--- src/rtl/seg_pkg.sv ---
// Shared constants for the seven-segment scan path.
// Glyphs are active-low {g,f,e,d,c,b,a}.
package seg_pkg;

  localparam int NUM_DIGITS = 4;

  localparam logic [6:0] SEG_OFF = 7'b1111111;
  localparam logic [3:0] AN_OFF  = 4'b1111;

  localparam logic [6:0] GLYPH_0 = 7'b1000000;
  localparam logic [6:0] GLYPH_1 = 7'b1111001;
  localparam logic [6:0] GLYPH_2 = 7'b0100100;
  localparam logic [6:0] GLYPH_3 = 7'b0110000;
  localparam logic [6:0] GLYPH_4 = 7'b0011001;
  localparam logic [6:0] GLYPH_5 = 7'b0010010;
  localparam logic [6:0] GLYPH_6 = 7'b0000010;
  localparam logic [6:0] GLYPH_7 = 7'b1111000;
  localparam logic [6:0] GLYPH_8 = 7'b0000000;
  localparam logic [6:0] GLYPH_9 = 7'b0010000;

  typedef logic [1:0] idx_t;

  function automatic logic [3:0] an_sel(idx_t idx);
    return ~(4'b0001 << idx);
  endfunction

endpackage

--- src/rtl/seg_scan_driver_if.sv ---
// Display data in, scanned segment/anode drive out.
// master = digit source, slave = scan driver.
interface seg_scan_driver_if;
  import seg_pkg::*;

  logic [4*NUM_DIGITS-1:0] digits_in;
  logic [NUM_DIGITS-1:0]   dp_in;
  logic                    blank_lz;
  logic [3:0]              brightness;
  logic [6:0]              seg;
  logic                    dp;
  logic [NUM_DIGITS-1:0]   an;
  logic                    frame_tick;

  modport master (
    output digits_in, dp_in, blank_lz, brightness,
    input  seg, dp, an, frame_tick
  );

  modport slave (
    input  digits_in, dp_in, blank_lz, brightness,
    output seg, dp, an, frame_tick
  );

endinterface

--- src/rtl/seven_seg_decoder.sv ---
// BCD nibble to active-low segment glyph.
// Non-BCD codes render as a dark digit.
module seven_seg_decoder
  import seg_pkg::*;
(
  input  logic [3:0] bcd,
  output logic [6:0] seg
);

  always_comb begin
    seg = SEG_OFF;
    case (bcd)
      4'd0:    seg = GLYPH_0;
      4'd1:    seg = GLYPH_1;
      4'd2:    seg = GLYPH_2;
      4'd3:    seg = GLYPH_3;
      4'd4:    seg = GLYPH_4;
      4'd5:    seg = GLYPH_5;
      4'd6:    seg = GLYPH_6;
      4'd7:    seg = GLYPH_7;
      4'd8:    seg = GLYPH_8;
      4'd9:    seg = GLYPH_9;
      default: seg = SEG_OFF;
    endcase
  end

endmodule

--- src/rtl/seg_scan_driver.sv ---
// Four-digit multiplexed seven-segment driver with
// frame shadowing, zero blanking, dead time and PWM dimming.
module seg_scan_driver
  import seg_pkg::*;
#(
  parameter int REFRESH_DIV = 100000,
  parameter int DEAD_CYC    = 4
) (
  input  logic clk,
  input  logic rst_n,
  seg_scan_driver_if.slave bus
);

  localparam int PW = $clog2(REFRESH_DIV);
  localparam logic [PW-1:0] TC   = PW'(REFRESH_DIV - 1);
  localparam logic [PW-1:0] DEAD = PW'(DEAD_CYC);

  logic [PW-1:0] presc;
  idx_t          idx;
  logic [3:0]    pwm_cnt;
  logic [15:0]   sh_dig;
  logic [3:0]    sh_dp;
  logic          sh_blz;

  logic          tc;
  logic          load;
  logic          dead;
  logic          blank;
  logic          lit;
  logic [3:0]    nib;
  logic [6:0]    glyph;

  assign tc   = presc == TC;
  assign load = tc && (idx == 2'd3);
  assign dead = presc < DEAD;
  assign nib  = sh_dig[{idx, 2'b00} +: 4];
  assign lit  = !dead && !blank && (pwm_cnt <= bus.brightness);

  seven_seg_decoder u_dec (
    .bcd (nib),
    .seg (glyph)
  );

  // a digit is leading only if every digit above it is zero too
  always_comb begin
    blank = 1'b0;
    if (sh_blz) begin
      case (idx)
        2'd3:    blank = sh_dig[15:12] == 4'h0;
        2'd2:    blank = sh_dig[15:8] == 8'h0;
        2'd1:    blank = sh_dig[15:4] == 12'h0;
        default: blank = 1'b0;
      endcase
    end
  end

  always_ff @(posedge clk or negedge rst_n) begin
    if (!rst_n) begin
      presc          <= '0;
      idx            <= '0;
      pwm_cnt        <= '0;
      sh_dig         <= '0;
      sh_dp          <= '0;
      sh_blz         <= 1'b0;
      bus.seg        <= SEG_OFF;
      bus.dp         <= 1'b1;
      bus.an         <= AN_OFF;
      bus.frame_tick <= 1'b0;
    end else begin
      presc   <= tc ? '0 : presc + 1'b1;
      pwm_cnt <= pwm_cnt + 1'b1;
      if (tc) begin
        idx <= idx + 1'b1;
      end
      bus.frame_tick <= load;
      if (load) begin
        sh_dig <= bus.digits_in;
        sh_dp  <= bus.dp_in;
        sh_blz <= bus.blank_lz;
      end
      bus.an <= lit ? an_sel(idx) : AN_OFF;
      if (dead || blank) begin
        bus.seg <= SEG_OFF;
        bus.dp  <= 1'b1;
      end else begin
        bus.seg <= glyph;
        bus.dp  <= ~sh_dp[idx];
      end
    end
  end

endmodule
--- src/flat_wrapper.sv ---
// flat-port wrapper written by rule: the top's interface ports become plain ports
module seg_scan_driver_flat import seg_pkg::*;
#(
  parameter int REFRESH_DIV = 100000,
  parameter int DEAD_CYC    = 4
)
  (clk, rst_n, bus_digits_in, bus_dp_in, bus_blank_lz, bus_brightness, bus_seg, bus_dp, bus_an, bus_frame_tick);
  seg_scan_driver_if bus_i ();
  input  logic clk;
  input  logic rst_n;
  input wire logic [$bits(bus_i.digits_in)-1:0] bus_digits_in;
  input wire logic [$bits(bus_i.dp_in)-1:0] bus_dp_in;
  input wire logic [$bits(bus_i.blank_lz)-1:0] bus_blank_lz;
  input wire logic [$bits(bus_i.brightness)-1:0] bus_brightness;
  output wire logic [$bits(bus_i.seg)-1:0] bus_seg;
  output wire logic [$bits(bus_i.dp)-1:0] bus_dp;
  output wire logic [$bits(bus_i.an)-1:0] bus_an;
  output wire logic [$bits(bus_i.frame_tick)-1:0] bus_frame_tick;
  assign bus_i.digits_in = bus_digits_in;
  assign bus_i.dp_in = bus_dp_in;
  assign bus_i.blank_lz = bus_blank_lz;
  assign bus_i.brightness = bus_brightness;
  assign bus_seg = bus_i.seg;
  assign bus_dp = bus_i.dp;
  assign bus_an = bus_i.an;
  assign bus_frame_tick = bus_i.frame_tick;
  seg_scan_driver #(.REFRESH_DIV(REFRESH_DIV), .DEAD_CYC(DEAD_CYC)) u_core (.clk(clk), .rst_n(rst_n), .bus(bus_i));
endmodule
--- config.mk ---
export PLATFORM = sky130hd
export DESIGN_NAME = seg_scan_driver_flat
export DESIGN_NICKNAME = d
export VERILOG_FILES = /design/src/rtl/seg_pkg.sv /design/src/rtl/seg_scan_driver_if.sv /design/src/rtl/seven_seg_decoder.sv /design/src/rtl/seg_scan_driver.sv /design/src/flat_wrapper.sv
export SDC_FILE = /design/constraint.sdc
export NUM_CORES = 1
export LEC_CHECK = 0
export BUFFER_PORTS_ARGS = -buffer_cell sky130_fd_sc_hd__clkbuf_2
export CORE_UTILIZATION = 55
export CTS_CLUSTER_DIAMETER = 150
export DETAILED_ROUTE_END_ITERATION = 16
export PLACE_DENSITY = 0.77
export SKIP_CTS_REPAIR_TIMING = 1
export SLEW_MARGIN = 20
export SYNTH_ARGS = -nofsm -noshare
export SYNTH_HDL_FRONTEND = slang
export SYNTH_HIERARCHICAL = 1
export SYNTH_SLANG_ARGS = --single-unit
--- constraint.sdc ---
create_clock -name clk -period 3.4 [get_ports clk]
set_input_delay 0.68 -clock clk [delete_from_list [all_inputs] [get_ports clk]]
set_output_delay 0.68 -clock clk [all_outputs]
set_load 0.05 [all_outputs]
==> results.toml, run 1 <==
[outcome]
status = "finished, final reports clean"

[detailed_routing]
vias_per_cell = 5.27
drt_iter0_drc = 107
routed_wl_um = 4810
vias = 1872
dr.pass1.iters = 4
ant_nets = 0
wire_per_inst_um = 13.6
drc = 0

[clock_network]
cts-root-buf = "clkbuf_8"
clkTransAtPathRegs_ns = 0.06
clock-sinks = 57
htree_levels = 3
clock_latency_ns = 0.33
cts_made_buffers = 9
cts_tree = "done"
clock_path_buffers = 2

[layout]
diodes = 0
drive_gt1_frac = 0.361
syn2layout_area_growth_pct = 15.2
fin_nets = 327
fill_cells = 380
fin_cells = 355

[setup_path]
crit_path_end_kind = "flop"
cp-start-kind = "flop"
arrival_ns = 2.30
worstPathRequired_ns = 3.65
cp_max_fo = 9
crit_type = "reg2reg"

[synth]
avgSynthCellArea_um2 = 11.9
synth_area_leaders = "dfrtp_1 40%, dfstp_2 11%, mux2_2 8.7%"
synth_commonest_cells = "45 x dfrtp_1, 22 x mux2_2, 17 x nor2_1"
synth_top_family_by_area = "simple AND/OR/NAND/NOR gates"
synth_top_cell_by_area = "dfrtp_1"
syn_nets = 283
synth-edff-count = 0
ys_ff_latch = 57
synthesis.area_um2 = 2850
synth_mux_area_frac = 0.126
postSynth.asyncResetShare = 1.00
synth_seq_area_share = 0.506
synthXorXnorAreaFrac = 0.0523
synth.top_cell.area_share = 0.395
ys_types = 37
synthCells = 240
yosysWarnings = 6
synth.most_common_cell = "dfrtp_1"
synthFlopType = "dfrtp_1"
synth_fa_ha_area_frac = 0.0703
synth-simple-area-share = 0.166
synth_compound_area_frac = 0.0373

[power_and_ir_drop]
clkPwrFrac = 0.463
switchingPower_uw = 265
power_density_nw_per_um2 = 406
combPwrFrac = 0.026
pwr-share-seq = 0.511
total_leakage_power_nw = 1.54
irDropWorstVdd_mv = 0.219
p_total_mw = 1.33
p_int_mw = 1.07
swShare = 0.199

[sta]
relSlewSlack = 0.547
fin_crit_sh = 0.604
fin_skew_ns = 0.00613
setup_tns_ns = 0
tightest_slew_ns = 0.679
rsz0062_at_grt = "no"
setup_viol = 0
slew_violations = 0
fin_crit_ns = 2.05
hold_violations = 0
max_freq_ghz = 0.487

[run]
drv_cap = 0

[global_route]
grt_pass1_vias = 1778
grt_use_total = 0.213
grt_max_degree = 29
overflow = 0
grt_pass1_wl_um = 8330
grt_antenna_before_repair = 0

[placement]
dp_hpwl_um = 3540
portBuffers = 39
gp_congestion = 0.831
placed_cells = 340

[min_path]
hp-class = "in2async"

[floorplanning]
dieArea_um2 = 5470
start_util = 0.588
fp.dieW_um = 74.0
rows = 25
ios = 40
die_y_um = 74.0
core-area_um2 = 4850
-- state kept, by name, indices dropped and copies added, names as in the netlist --
name / flops
u_core/bus.an: 4
u_core/bus.dp: 1
u_core/bus.frame_tick: 1
u_core/bus.seg: 7
u_core/idx: 2
u_core/presc: 17
u_core/pwm_cnt: 4
u_core/sh_blz: 1
u_core/sh_dig: 16
u_core/sh_dp: 4
-- per-layer routing --
layer | up-vias | share of wire | global-route usage
met1 | 899 | 0.47 | 0.289
met5 | - | 0 | 0
li1 | 930 | - | -
met4 | 0 | 0.015 | 0.128
met2 | 35 | 0.47 | 0.313
met3 | 8 | 0.043 | 0.0528
-- final cells by class --
type | instances | area (um2) | share of cell area
clock buffers | 12 | 155 | 0.0473
clock inverters | 3 | 40.0 | 0.0122
inverters | 13 | 48.8 | 0.0149
multi-input cells | 160 | 1290 | 0.392
flip-flops and latches | 57 | 1440 | 0.439
well taps | 67 | 83.8 | 0.0255
repair buffers | 43 | 225 | 0.0686
-- power by group through the flow --
stage          sequential (mW)  combinational (mW)  clock (mW)
3_3_place_gp             0.692              0.0350           0
4_1_cts                  0.680              0.0361       0.634
6_report                 0.680              0.0345       0.616
3_5_place_dp             0.692              0.0357           0
5_1_grt                  0.679              0.0403       0.660
2_1_floorplan            0.693             0.00417           0
-- cells by family (layout without fill, tap and decap cells) --
group,Yosys count,count (layout)
AND/OR/NAND/NOR,83,83
flip-flops,57,57
multiplexers,27,27
buffers and inverters,23,71
AO/OA/AOI/OAI,17,17
XOR/XNOR,17,17
adder cells (fa/ha/maj),16,16
-- final timing paths --
check | from | endpoint | slack [ns] | cells after the start
setup reg to reg | u_core/idx[1] | u_core/bus.seg[0] | 1.35 | 6
max in group asynchronous | rst_n | u_core/sh_dp[2] | 2.29 | 2
setup / recovery | u_core/idx[1] | u_core/bus.seg[0] | 1.35 | 6
min in group clk | u_core/pwm_cnt[0] | u_core/pwm_cnt[0] | 0.48 | 1
hold reg to reg | u_core/pwm_cnt[0] | u_core/pwm_cnt[0] | 0.48 | 1
hold / removal | rst_n | u_core/pwm_cnt[3] | 0.37 | 1
-- critical path, stage by stage, from the launching register on --
cell	delay, ns
dfrtp_1	0.55
mux4_2	0.62
ha_1	0.22
or2_1	0.22
a21oi_2	0.16
nor2_1	0.06
nand2b_1	0.14
-- placed cells by master (no fill, tap or decap), types with 8 or more instances in the layout --
master     n
nor4_1     8
clkbuf_8  11
nand3_1   15
mux2_2    22
nand2_1    9
nand2b_1  11
dfstp_2   12
ha_1      16
xnor2_1   14
dfrtp_1   45
clkbuf_2  39
inv_1     13
nor2_1    17
-- metrics by stage --
| step | area [um2] | util | hold slack [ns] | worst slack [ns] |
|---|---|---|---|---|
| 2_1_floorplan | 2850 | - | 0.384 | 1.37 |
| 3_3_place_gp | 3090 | 0.637 | 0.466 | 1.35 |
| 3_5_place_dp | 3090 | 0.637 | 0.469 | 1.33 |
| 4_1_cts | 3280 | 0.677 | 0.391 | 1.33 |
| 5_1_grt | 3280 | 0.677 | 0.421 | 1.20 |
| 6_report | 3280 | 0.677 | 0.372 | 1.35 |
Power figures use the tool's default switching activity.
==> run 2, diff against run 1 <==
Settings changed: CORE_UTILIZATION 55 to 51, PLACE_DENSITY 0.77 to 0.75.
Clock period 3.4 ns to 1.7 ns, I/O delays scaled along.
==> results.toml, run 2 (synthesized netlist as in run 1, its figures left out) <==
[outcome]
status = "finished with violations"
violations = "hold timing, setup timing"

[power_and_ir_drop]
total_leakage_power_nw = 1.79
power_density_nw_per_um2 = 663
irDropWorstVdd_mv = 0.490

[setup_path]
cp-start-kind = "flop"
r2r_slack_ns = -0.16
cp_max_fo = 11
crit_path_end_kind = "flop"
crit_type = "reg2reg"
path_buf_inv = 2
slowest_delay_ns = 0.44
worstRegToRegCells = 6
r2r-start = "u_core/idx[1]"
arrival_ns = 2.08
worst_r2r_endpoint = "u_core/sh_blz"
crit_chain = "ha_2 -> nand3_1 -> nor4_4 -> buf_4 -> buf_12 -> mux2_2"
cp_slowest_cell = "dfrtp_2"
critPathTopFamily = "flip-flops"
worstPathRequired_ns = 1.92

[sta]
layout_setup_ws_ns = -0.158
slew_violations = 0
hold_violations = 8
rsz0062_at_grt = "yes"
tightest_slew_ns = 0.552
fin_skew_ns = 0.0140
max_freq_ghz = 0.538
fin_crit_ns = 1.86
setup_viol = 30
fin_crit_sh = 1.09
hold_ws_ns = -0.0291
relSlewSlack = 0.632

[floorplanning]
start_util = 0.544
core-area_um2 = 5240
ios = 40
die_y_um = 76.7
fp.dieW_um = 76.7
dieArea_um2 = 5890
rows = 26

[global_route]
grt_use_total = 0.230
grt_antenna_before_repair = 0
grt_pass1_vias = 2112
overflow = 0
grt_max_degree = 28
grt_pass1_wl_um = 10200

[layout]
largest_reg_flops = 17
final_common_cell = "dfrtp_1"
final_cell_mix = "44 x dfrtp_1, 41 x buf_4, 39 x clkbuf_2, 20 x mux2_4, 16 x nor2_1"
syn2layout_area_growth_pct = 33.6
fill_cells = 361
top_register = "u_core/presc"
drive_gt1_frac = 0.488
diodes = 0
ff_latch_area_um2 = 1440
largestRegisters = "u_core/presc (17), u_core/sh_dig (16), u_core/bus.seg (7)"
fin_nets = 372
post-route-util = 0.727
multiInputGateArea_um2 = 1460

[detailed_routing]
ant_nets = 0
vias = 2159
dr.pass1.iters = 4
drc = 0
drt_iter0_drc = 123
vias_per_cell = 5.34
routed_wl_um = 6490
wire_per_inst_um = 16.1

[run]
drv_cap = 0

[clock_network]
clkTransAtPathRegs_ns = 0.07
clock_path_buffers = 2
cts_tree = "done"
clock_latency_ns = 0.35
clock-sinks = 57
cts_made_buffers = 9
cts-root-buf = "clkbuf_8"
htree_levels = 3

[min_path]
hp-class = "in2async"

[placement]
gp_congestion = 0.851
portBuffers = 39
dp_hpwl_um = 4370
[run 2: cell count changes in the layout (fill, tap and decap cells not counted), moves of 3 or more]
cell    change
mux2_4     +20
ha_1        -3
mux2_2     -20
buf_6       +3
buf_4      +37
[run 2: report_power, final]
part / switching [mW] / internal, mW
sequential: 0.000133 / 1.36
combinational: 0.0440 / 0.0329
clock: 0.531 / 0.558
total: 0.575 / 1.95
[run 2: layout make-up]
type | count | area share
well taps | 70 | 0.0230
flip-flops and latches | 57 | 0.379
repair buffers | 86 | 0.158
clock inverters | 4 | 0.00526
inverters | 13 | 0.0135
clock buffers | 12 | 0.0381
multi-input cells | 162 | 0.383
[run 2: through the flow]
stage	instances	instance area (um2)	power [mW]	TNS (ns)	setup slack [ns]
6_report	404	3810	2.53	-3.14	-0.158
5_1_grt	404	3810	2.63	-5.98	-0.259
4_1_cts	399	3680	2.55	-5.01	-0.213
3_5_place_dp	383	3510	1.46	-4.51	-0.193
3_3_place_gp	383	3510	1.46	-2.61	-0.145
2_1_floorplan	240	2960	1.39	-0.963	-0.117
[run 2: layer usage]
| metal | track usage | part of all wire |
|---|---|---|
| met1 | 0.307 | 0.45 |
| met2 | 0.343 | 0.47 |
| met3 | 0.0560 | 0.057 |
| met4 | 0.127 | 0.015 |
| met5 | 0 | 0 |
[run 2: worst max path at each step]
| stage | startpoint | to | slack [ns] | cells past startpoint |
|---|---|---|---|---|
| 2_1_floorplan | u_core/idx[1] | u_core/bus.seg[3] | -0.12 | 7 |
| 3_5_place_dp | u_core/idx[1] | u_core/sh_blz | -0.19 | 5 |
| 4_1_cts | u_core/idx[1] | u_core/sh_blz | -0.21 | 5 |
| 3_3_place_gp | u_core/idx[1] | u_core/bus.seg[3] | -0.15 | 6 |
| 5_1_grt | u_core/idx[1] | u_core/bus.seg[3] | -0.26 | 6 |
| 6_report | u_core/idx[1] | u_core/sh_blz | -0.16 | 6 |
